`src/rtl/ex_stall_operand_capture_pkg.sv`:
```
// ---------------------------------------------------------------------------
// ex_stall_operand_capture_pkg
//   Shared constants for the EX stall operand-capture block.
//   REG_ZERO     : architectural zero register address (never captured)
//   XLEN_DEF     : default data width
//   RADDR_W_DEF  : default register-address width
//   NUM_SRC_DEF  : default number of EX source operands
//   NUM_FWD_DEF  : default number of snooped forwarding stages
//   FWD_EX_MEM / FWD_MEM_WB : stage indices, 0 = youngest
// ---------------------------------------------------------------------------
package ex_stall_operand_capture_pkg;

  localparam logic [4:0] REG_ZERO    = 5'd0;
  localparam int         XLEN_DEF    = 32;
  localparam int         RADDR_W_DEF = 5;
  localparam int         NUM_SRC_DEF = 2;
  localparam int         NUM_FWD_DEF = 2;

  localparam int FWD_EX_MEM = 0;
  localparam int FWD_MEM_WB = 1;

endpackage

```
`src/rtl/ex_stall_operand_capture_slot.sv`:
```
// ---------------------------------------------------------------------------
// stall_operand_slot
//   Capture logic for one EX source operand. Finds the youngest forwarding
//   stage writing the operand's register, flags src_wait while that producer
//   is still a load in flight, and latches its result once it is final so the
//   value survives the producer retiring during a long stall.
// Ports:
//   clk, rst        clock, synchronous active-high reset
//   ex_stall        EX instruction held this cycle
//   ex_flush        EX instruction squashed this cycle
//   src_addr        operand register address
//   fwd_rd          per-stage destination register (stage 0 = youngest)
//   fwd_regwrite    per-stage register write enable
//   fwd_dvalid      per-stage result is final data
//   fwd_data        per-stage result
//   cap_data        captured value (registered)
//   cap_valid       cap_data holds a captured value
//   src_wait        youngest producer not yet data-valid (combinational)
// ---------------------------------------------------------------------------
module stall_operand_slot
  import ex_stall_operand_capture_pkg::*;
#(
  parameter int XLEN    = XLEN_DEF,
  parameter int NUM_FWD = NUM_FWD_DEF,
  parameter int RADDR_W = RADDR_W_DEF
) (
  input  logic                       clk,
  input  logic                       rst,
  input  logic                       ex_stall,
  input  logic                       ex_flush,
  input  logic [RADDR_W-1:0]         src_addr,
  input  logic [NUM_FWD*RADDR_W-1:0] fwd_rd,
  input  logic [NUM_FWD-1:0]         fwd_regwrite,
  input  logic [NUM_FWD-1:0]         fwd_dvalid,
  input  logic [NUM_FWD*XLEN-1:0]    fwd_data,
  output logic [XLEN-1:0]            cap_data,
  output logic                       cap_valid,
  output logic                       src_wait
);

  logic               src_nonzero;
  logic [NUM_FWD-1:0] match;
  logic [NUM_FWD-1:0] ym_onehot;
  logic               ym_found;
  logic               ym_dvalid;
  logic [XLEN-1:0]    ym_data;
  logic               capture;
  logic [XLEN-1:0]    cap_data_reg;
  logic               cap_valid_reg;

  assign src_nonzero = (src_addr != RADDR_W'(REG_ZERO));

  for (genvar gi = 0; gi < NUM_FWD; gi++) begin : g_match
    assign match[gi] = src_nonzero && fwd_regwrite[gi] &&
                       (fwd_rd[gi*RADDR_W +: RADDR_W] == src_addr);
  end

  // Priority encoder: only the lowest-index (youngest) match is selected, so
  // an older stage's stale value can never slip in behind a pending load.
  always_comb begin
    ym_onehot = '0;
    ym_found  = 1'b0;
    for (int s = 0; s < NUM_FWD; s++) begin
      if (match[s] && !ym_found) begin
        ym_onehot[s] = 1'b1;
        ym_found     = 1'b1;
      end
    end
  end

  // One-hot AND-OR mux of the selected stage's result.
  always_comb begin
    ym_data = '0;
    for (int s = 0; s < NUM_FWD; s++) begin
      if (ym_onehot[s]) ym_data = ym_data | fwd_data[s*XLEN +: XLEN];
    end
  end

  assign ym_dvalid = |(ym_onehot & fwd_dvalid);
  assign capture   = ex_stall && !cap_valid_reg && ym_found && ym_dvalid;
  assign src_wait  = ex_stall && !cap_valid_reg && ym_found && !ym_dvalid;

  // Flush and release both clear; once captured the slot holds until then,
  // since every later downstream match is an older instruction.
  always_ff @(posedge clk) begin
    if (rst || ex_flush || !ex_stall) begin
      cap_valid_reg <= 1'b0;
      cap_data_reg  <= '0;
    end else if (capture) begin
      cap_valid_reg <= 1'b1;
      cap_data_reg  <= ym_data;
    end
  end

  assign cap_data  = cap_data_reg;
  assign cap_valid = cap_valid_reg;

endmodule

```
`src/rtl/ex_stall_operand_capture.sv`:
```
// ---------------------------------------------------------------------------
// ex_stall_operand_capture
//   Registered stall-hazard operand capture between ID/EX and EX. One
//   stall_operand_slot per source operand; this level only slices buses.
// Ports:
//   clk, rst        clock, synchronous active-high reset
//   ex_stall        EX instruction held this cycle
//   ex_flush        EX instruction squashed this cycle
//   src_addr        NUM_SRC operand addresses, slice i = operand i
//   fwd_rd          NUM_FWD destination registers, slice 0 = EX/MEM
//   fwd_regwrite    per-stage register write enable
//   fwd_dvalid      per-stage result is final (0 = load in flight)
//   fwd_data        per-stage results
//   cap_data        NUM_SRC captured operand values (registered)
//   cap_valid       per-operand capture valid
//   src_wait        per-operand youngest producer still pending
// ---------------------------------------------------------------------------
module ex_stall_operand_capture
  import ex_stall_operand_capture_pkg::*;
#(
  parameter int XLEN    = XLEN_DEF,
  parameter int NUM_SRC = NUM_SRC_DEF,
  parameter int NUM_FWD = NUM_FWD_DEF,
  parameter int RADDR_W = RADDR_W_DEF
) (
  input  logic                       clk,
  input  logic                       rst,
  input  logic                       ex_stall,
  input  logic                       ex_flush,
  input  logic [NUM_SRC*RADDR_W-1:0] src_addr,
  input  logic [NUM_FWD*RADDR_W-1:0] fwd_rd,
  input  logic [NUM_FWD-1:0]         fwd_regwrite,
  input  logic [NUM_FWD-1:0]         fwd_dvalid,
  input  logic [NUM_FWD*XLEN-1:0]    fwd_data,
  output logic [NUM_SRC*XLEN-1:0]    cap_data,
  output logic [NUM_SRC-1:0]         cap_valid,
  output logic [NUM_SRC-1:0]         src_wait
);

  for (genvar gi = 0; gi < NUM_SRC; gi++) begin : g_slot
    stall_operand_slot #(
      .XLEN    (XLEN),
      .NUM_FWD (NUM_FWD),
      .RADDR_W (RADDR_W)
    ) u_slot (
      .clk          (clk),
      .rst          (rst),
      .ex_stall     (ex_stall),
      .ex_flush     (ex_flush),
      .src_addr     (src_addr[gi*RADDR_W +: RADDR_W]),
      .fwd_rd       (fwd_rd),
      .fwd_regwrite (fwd_regwrite),
      .fwd_dvalid   (fwd_dvalid),
      .fwd_data     (fwd_data),
      .cap_data     (cap_data[gi*XLEN +: XLEN]),
      .cap_valid    (cap_valid[gi]),
      .src_wait     (src_wait[gi])
    );
  end

endmodule

```
`config.mk`:
```
export PLATFORM = sky130hd
export DESIGN_NAME = ex_stall_operand_capture
export DESIGN_NICKNAME = d
export VERILOG_FILES = /design/src/rtl/ex_stall_operand_capture_pkg.sv /design/src/rtl/ex_stall_operand_capture_slot.sv /design/src/rtl/ex_stall_operand_capture.sv
export SDC_FILE = /design/constraint.sdc
export NUM_CORES = 1
export LEC_CHECK = 0
export CORE_MARGIN = 1
export CORE_UTILIZATION = 30
export DETAILED_ROUTE_END_ITERATION = 7
export SLEW_MARGIN = 30
export SYNTH_ARGS = -nofsm -noshare
export SYNTH_HDL_FRONTEND = slang
export SYNTH_HIERARCHICAL = 1
export SYNTH_SLANG_ARGS = --single-unit
```
`constraint.sdc`:
```
create_clock -name clk -period 2.2 [get_ports clk]
set_input_delay 0.66 -clock clk [delete_from_list [all_inputs] [get_ports clk]]
set_output_delay 0.66 -clock clk [all_outputs]
set_load 0.1 [all_outputs]
```
=== After elaboration in Yosys (flattened, before gate mapping) ===
Cells that the tools add are included.

* Eq/ne operators: 4
* Multiplexer cells: 10
* Bitwise operators: 4
* Reductions and logical operators: 31

{| class="wikitable"
|+ Operators with widths
! kind !! number
|-
| 32-bit 2-to-1 mux || 4
|-
| 32-bit bitwise OR || 2
|-
| 5-bit equality test || 4
|-
| 1-bit logical AND || 18
|-
| 5-bit nonzero test || 2
|-
| 1-bit zero test || 7
|-
| 1-bit 2-to-1 mux || 6
|-
| 2-bit bitwise AND || 2
|-
| 2-bit OR reduction || 2
|-
| 1-bit logical OR || 2
|}

* Flip-flop bits (word level): 66
* Input bits: 92
* Word-level logic and storage cells: 53

=== Depth between registers and ports, before layout ===
* Depth after elaboration: 11
* Gate-level depth with buffers: 7
* Gate-level depth less buffers: 5

=== By module ===
The synthesis kept the hierarchy.

{| class="wikitable"
|+ Modules (own cells, without submodules)
! module !! instances !! cells each !! area each (sq um)
|-
| stall_operand_slot || 2 || 221 || 1946.9
|}

=== Least setup slack after synthesis ===
No wires, ideal clock.

* Path type: input-to-output
* From: input port src_addr[4]
* To: output port src_wait[0]
* Arrival time: 2692 ps
* Data required time: 1540 ps
* Slack: -1152 ps
* Stages: 5
* Buffers on the path: 0
* Path through: xor2_1 nor4_2 and2_1 mux2i_1 nor2_1

* Word-level cells in the longest chain between the ends: 11
* Elaborated cells between the ends (all ways): 17

{| class="wikitable"
|+ RTL lines
! element !! line !! RTL
|-
| start, declared || ex_stall_operand_capture.sv:30 || <nowiki>input logic [NUM_SRC*RADDR_W-1:0] src_addr,</nowiki>
|-
| 5-bit nonzero test || ex_stall_operand_capture_slot.sv:51 || <nowiki>assign src_nonzero = (src_addr != RADDR_W'(REG_ZERO));</nowiki>
|-
| 1-bit logical AND (2 in series) || ex_stall_operand_capture_slot.sv:54 || <nowiki>assign match[gi] = src_nonzero && fwd_regwrite[gi] &&</nowiki>
|-
| 1-bit 2-to-1 mux || ex_stall_operand_capture_slot.sv:64 || <nowiki>if (match[s] && !ym_found) begin</nowiki>
|-
| 1-bit zero test || ex_stall_operand_capture_slot.sv:64 ||
|-
| 1-bit logical AND || ex_stall_operand_capture_slot.sv:64 ||
|-
| 1-bit 2-to-1 mux || ex_stall_operand_capture_slot.sv:64 ||
|-
| 2-bit bitwise AND || ex_stall_operand_capture_slot.sv:79 || <nowiki>assign ym_dvalid = |(ym_onehot & fwd_dvalid);</nowiki>
|-
| 2-bit OR reduction || ex_stall_operand_capture_slot.sv:79 ||
|-
| 1-bit zero test || ex_stall_operand_capture_slot.sv:81 || <nowiki>assign src_wait = ex_stall && !cap_valid_reg && ym_found && !ym_dvalid;</nowiki>
|-
| 1-bit logical AND (*) || ex_stall_operand_capture_slot.sv:81 ||
|-
| end, declared || ex_stall_operand_capture.sv:37 || <nowiki>output logic [NUM_SRC-1:0] src_wait</nowiki>
|}

Mark *: on every way between the ends. The rest lies on a longest branch, timed or not.

=== Worst setup path in the final report ===
* From: input port fwd_rd[4]
* To: output port src_wait[1]

* Word-level cells in the longest chain between the ends: 10
* Elaborated cells between the ends (all ways): 12

{| class="wikitable"
|+ RTL lines
! element !! line !! RTL
|-
| start, declared || ex_stall_operand_capture.sv:31 || <nowiki>input logic [NUM_FWD*RADDR_W-1:0] fwd_rd,</nowiki>
|-
| 5-bit equality test (*) || ex_stall_operand_capture_slot.sv:55 || <nowiki>(fwd_rd[gi*RADDR_W +: RADDR_W] == src_addr);</nowiki>
|-
| 1-bit logical AND (*) || ex_stall_operand_capture_slot.sv:54 ||
|-
| 1-bit 2-to-1 mux (*) || ex_stall_operand_capture_slot.sv:64 ||
|-
| 1-bit zero test || ex_stall_operand_capture_slot.sv:64 ||
|-
| 1-bit logical AND || ex_stall_operand_capture_slot.sv:64 ||
|-
| 1-bit 2-to-1 mux || ex_stall_operand_capture_slot.sv:64 ||
|-
| 2-bit bitwise AND || ex_stall_operand_capture_slot.sv:79 ||
|-
| 2-bit OR reduction || ex_stall_operand_capture_slot.sv:79 ||
|-
| 1-bit zero test || ex_stall_operand_capture_slot.sv:81 ||
|-
| 1-bit logical AND (*) || ex_stall_operand_capture_slot.sv:81 ||
|}

Marked as above.

==> impl_metrics.py <==
metrics = {
    "outcome": {
        "status": "complete, but fails checks",
        "violations": "setup timing",
    },
    "routing": {
        "drc": 0,
        "firstDrtPassIters": 5,
        "routed_wl_um": 15500,
        "post_drt_via_cell_ratio": 5.56,
        "vias": 4493,
        "wl_per_cell_um": 19.2,
        "drtAntennaViolNets": 0,
        "first_iter_violations": 344,
    },
    "clock_network": {
        "cts_hold_buf": 0,
        "numCtsBuffers": 9,
        "worstSkewPairLatency_ns": 0.33,
        "clock-sinks": 66,
        "cts_tree": "yes",
        "clkTransAtPathRegs_ns": 0.06,
        "htreeDepth": 3,
        "cts_max_path_buffers": 2,
        "cts-root-buf": "clkbuf_16",
    },
    "cells_and_area": {
        "fin_area_mm2": 0.00675,
        "nNetsFinal": 723,
        "stdcell_count": 808,
        "syn2layout_area_growth_pct": 73.3,
        "largest_register_ff_count": 64,
        "drive_gt1_share_pct": 38.2,
        "num_antenna_cells": 0,
        "postLayoutCoreUtil_pct": 53.5,
    },
    "power": {
        "p_int_uw": 2280,
        "seqPwrFrac_pct": 38.8,
        "p_switching_uw": 811,
        "ir_drop_mv": 0.335,
        "pwr-share-comb_pct": 18.3,
        "switching_share_pct": 26.2,
        "p_per_area_mw_per_mm2": 458,
        "clock_power_share_pct": 42.9,
        "total_leakage_power_uw": 0.00256,
    },
    "placed_design": {
        "place_inst": 775,
        "dpl-instance-area_mm2": 0.00587,
        "dp_hpwl_um": 10200,
        "place_congestion": 0.820,
        "portBuffers": 159,
    },
    "floorplan": {
        "die_area_mm2": 0.0134,
        "io_pins": 160,
        "core_mm2": 0.0126,
        "die_h_um": 116,
        "placementRows": 41,
        "start_util_pct": 30.9,
        "die_w_um": 116,
    },
    "logic_synthesis": {
        "yosysWarnings": 6,
        "ys_types": 25,
        "syn_area_per_cell_um2": 8.81,
        "ys_ff_latch": 66,
        "synth.top_cell.area_share_pct": 33.9,
        "syn_inst": 442,
        "synth_top_area_cell": "dfxtp_1",
        "syn-num-nets": 534,
        "seq_area_frac_synth_pct": 33.9,
        "netlist_area_mm2": 0.00389,
        "synth_area_leaders": "dfxtp_1 34%, o2bb2ai_1 14%, a32oi_1 9.9%",
    },
    "timing": {
        "skew_ns": 0.00554,
        "holdWs_ns": 0.486,
        "clock.fmax_ghz": 0.383,
        "drv_slew": 0,
        "period_minus_slack_ns": 2.61,
        "rsz0062_at_grt": "true",
        "hold_viol_final": 0,
        "layout_setup_ws_ns": -0.410,
        "setup_violations": 2,
        "period_share_pct": 119,
        "slew_headroom_pct": 68.7,
        "worstMarginPinSlew_ns": 0.470,
    },
    "setup_path": {
        "rr_worst_depth": 5,
        "worstSetupPathType": "primary input to output pin",
        "cp_max_fo": 2,
        "critPathRequiredTime_ns": 1.54,
        "cp.arrival_ns": 1.95,
        "rrSetupSlack_ns": 0.81,
        "crit_path_start_kind": "primary input",
        "crit_path_end_kind": "output pin",
    },
    "grt": {
        "grtUsageTotal_pct": 23.6,
        "grt_overflow": 0,
        "grt_max_degree": 43,
        "grt_pass1_vias": 4619,
        "grt_pass1_wl_um": 24200,
        "antenna_found_initial": 0,
    },
    "min_path": {
        "min_path_cells": 2,
        "hp-class": "flop to flop",
    },
    "flow_run": {
        "drv_cap": 0,
    },
}
[worst paths after layout]
path / end / start
max: src_wait[1] / fwd_rd[4]
min: g_slot[0].u_slot/cap_data[24]$_SDFFE_PP0P_ / g_slot[0].u_slot/cap_data[24]$_SDFFE_PP0P_
max reg2reg: g_slot[1].u_slot/cap_data[2]$_SDFFE_PP0P_ / g_slot[1].u_slot/cap_valid$_SDFFE_PP0P_
min reg2reg: g_slot[0].u_slot/cap_data[24]$_SDFFE_PP0P_ / g_slot[0].u_slot/cap_data[24]$_SDFFE_PP0P_
[stage by stage]
stage               setup slack (ns)  setup TNS, ns  total power [uW]
global route                  -0.479         -0.919              3200
detailed placement            -0.899         -39.99              1710
floorplan                     -0.412         -0.825              1410
global placement              -0.845         -38.86              1710
finish                        -0.410         -0.802              3090
CTS                           -0.423          -6.78              3100
[layer usage]
metal | up-vias | global-route usage [%] | part of all wire, %
met3 | 20 | 7.74 | 9.0
met5 | - | 0 | 0
met1 | 2166 | 26.8 | 40
met4 | 0 | 7.78 | 1.2
li1 | 2103 | - | -
met2 | 204 | 41.5 | 50
[kinds of logic after synthesis]
logic type | after synthesis | synth area share (%)
buffers and inverters | 64 | 7.58
XOR/XNOR | 20 | 4.50
AO/OA/AOI/OAI | 200 | 42.7
multiplexers | 2 | 0.514
AND/OR/NAND/NOR | 90 | 10.8
flip-flops | 66 | 33.9
[power groups by stage]
stage,logic [uW],clock network (uW),registers [uW]
floorplan,170,0,1240
global placement,483,0,1230
detailed placement,488,0,1230
CTS,553,1350,1200
global route,598,1400,1200
finish,565,1330,1200
[placed cells by master, fill, tap and decap left out, drive strengths merged, types with 4 or more instances in the layout]
master,count
buf,158
nand2,68
clkdlybuf4s50,68
dfxtp,66
a21oi,64
o2bb2ai,64
a32oi,64
clkbuf,15
inv,12
xor2,12
xnor2,8
nand4,6
nor4,4
a211oi,4
[cells in the mapped netlist (all sizes together)]
library cell,instances
a211o,2
a211oi,4
a21oi,64
a31oi,2
a32oi,64
and2,2
buf,24
clkbuf,28
dfxtp,66
inv,12
mux2i,2
nand2,68
nand3,2
nand4,6
nor2,2
nor2b,2
nor3,2
nor3b,2
nor4,4
o2bb2ai,64
xnor2,8
xor2,12
[cell type report]
cell class / instances / area (um^2)
Tap cell: 172 / 215
Fill cell: 1165 / 5870
Clock buffer: 14 / 254
Timing Repair Buffer: 230 / 2270
Sequential cell: 66 / 1320
Clock inverter: 2 / 12.5
Inverter: 12 / 45.0
Multi-Input combinational cell: 312 / 2630
[worst max-delay path: stages]
cell and delay, ns:
buf_8 0.11, xor2_2 0.16, nor4_2 0.32, and2_4 0.23, mux2i_4 0.24, nor2_4 0.05
buf_12 0.16
[repair_timing]
item,CTS,global route
resized for setup,164,30
hold endpoints to repair,0,0
pin swaps,44,22
endpoints found under the setup margin,68,65
gates cloned,7,0
setup buffers,20,5
(Power assumes the default switching activity.)
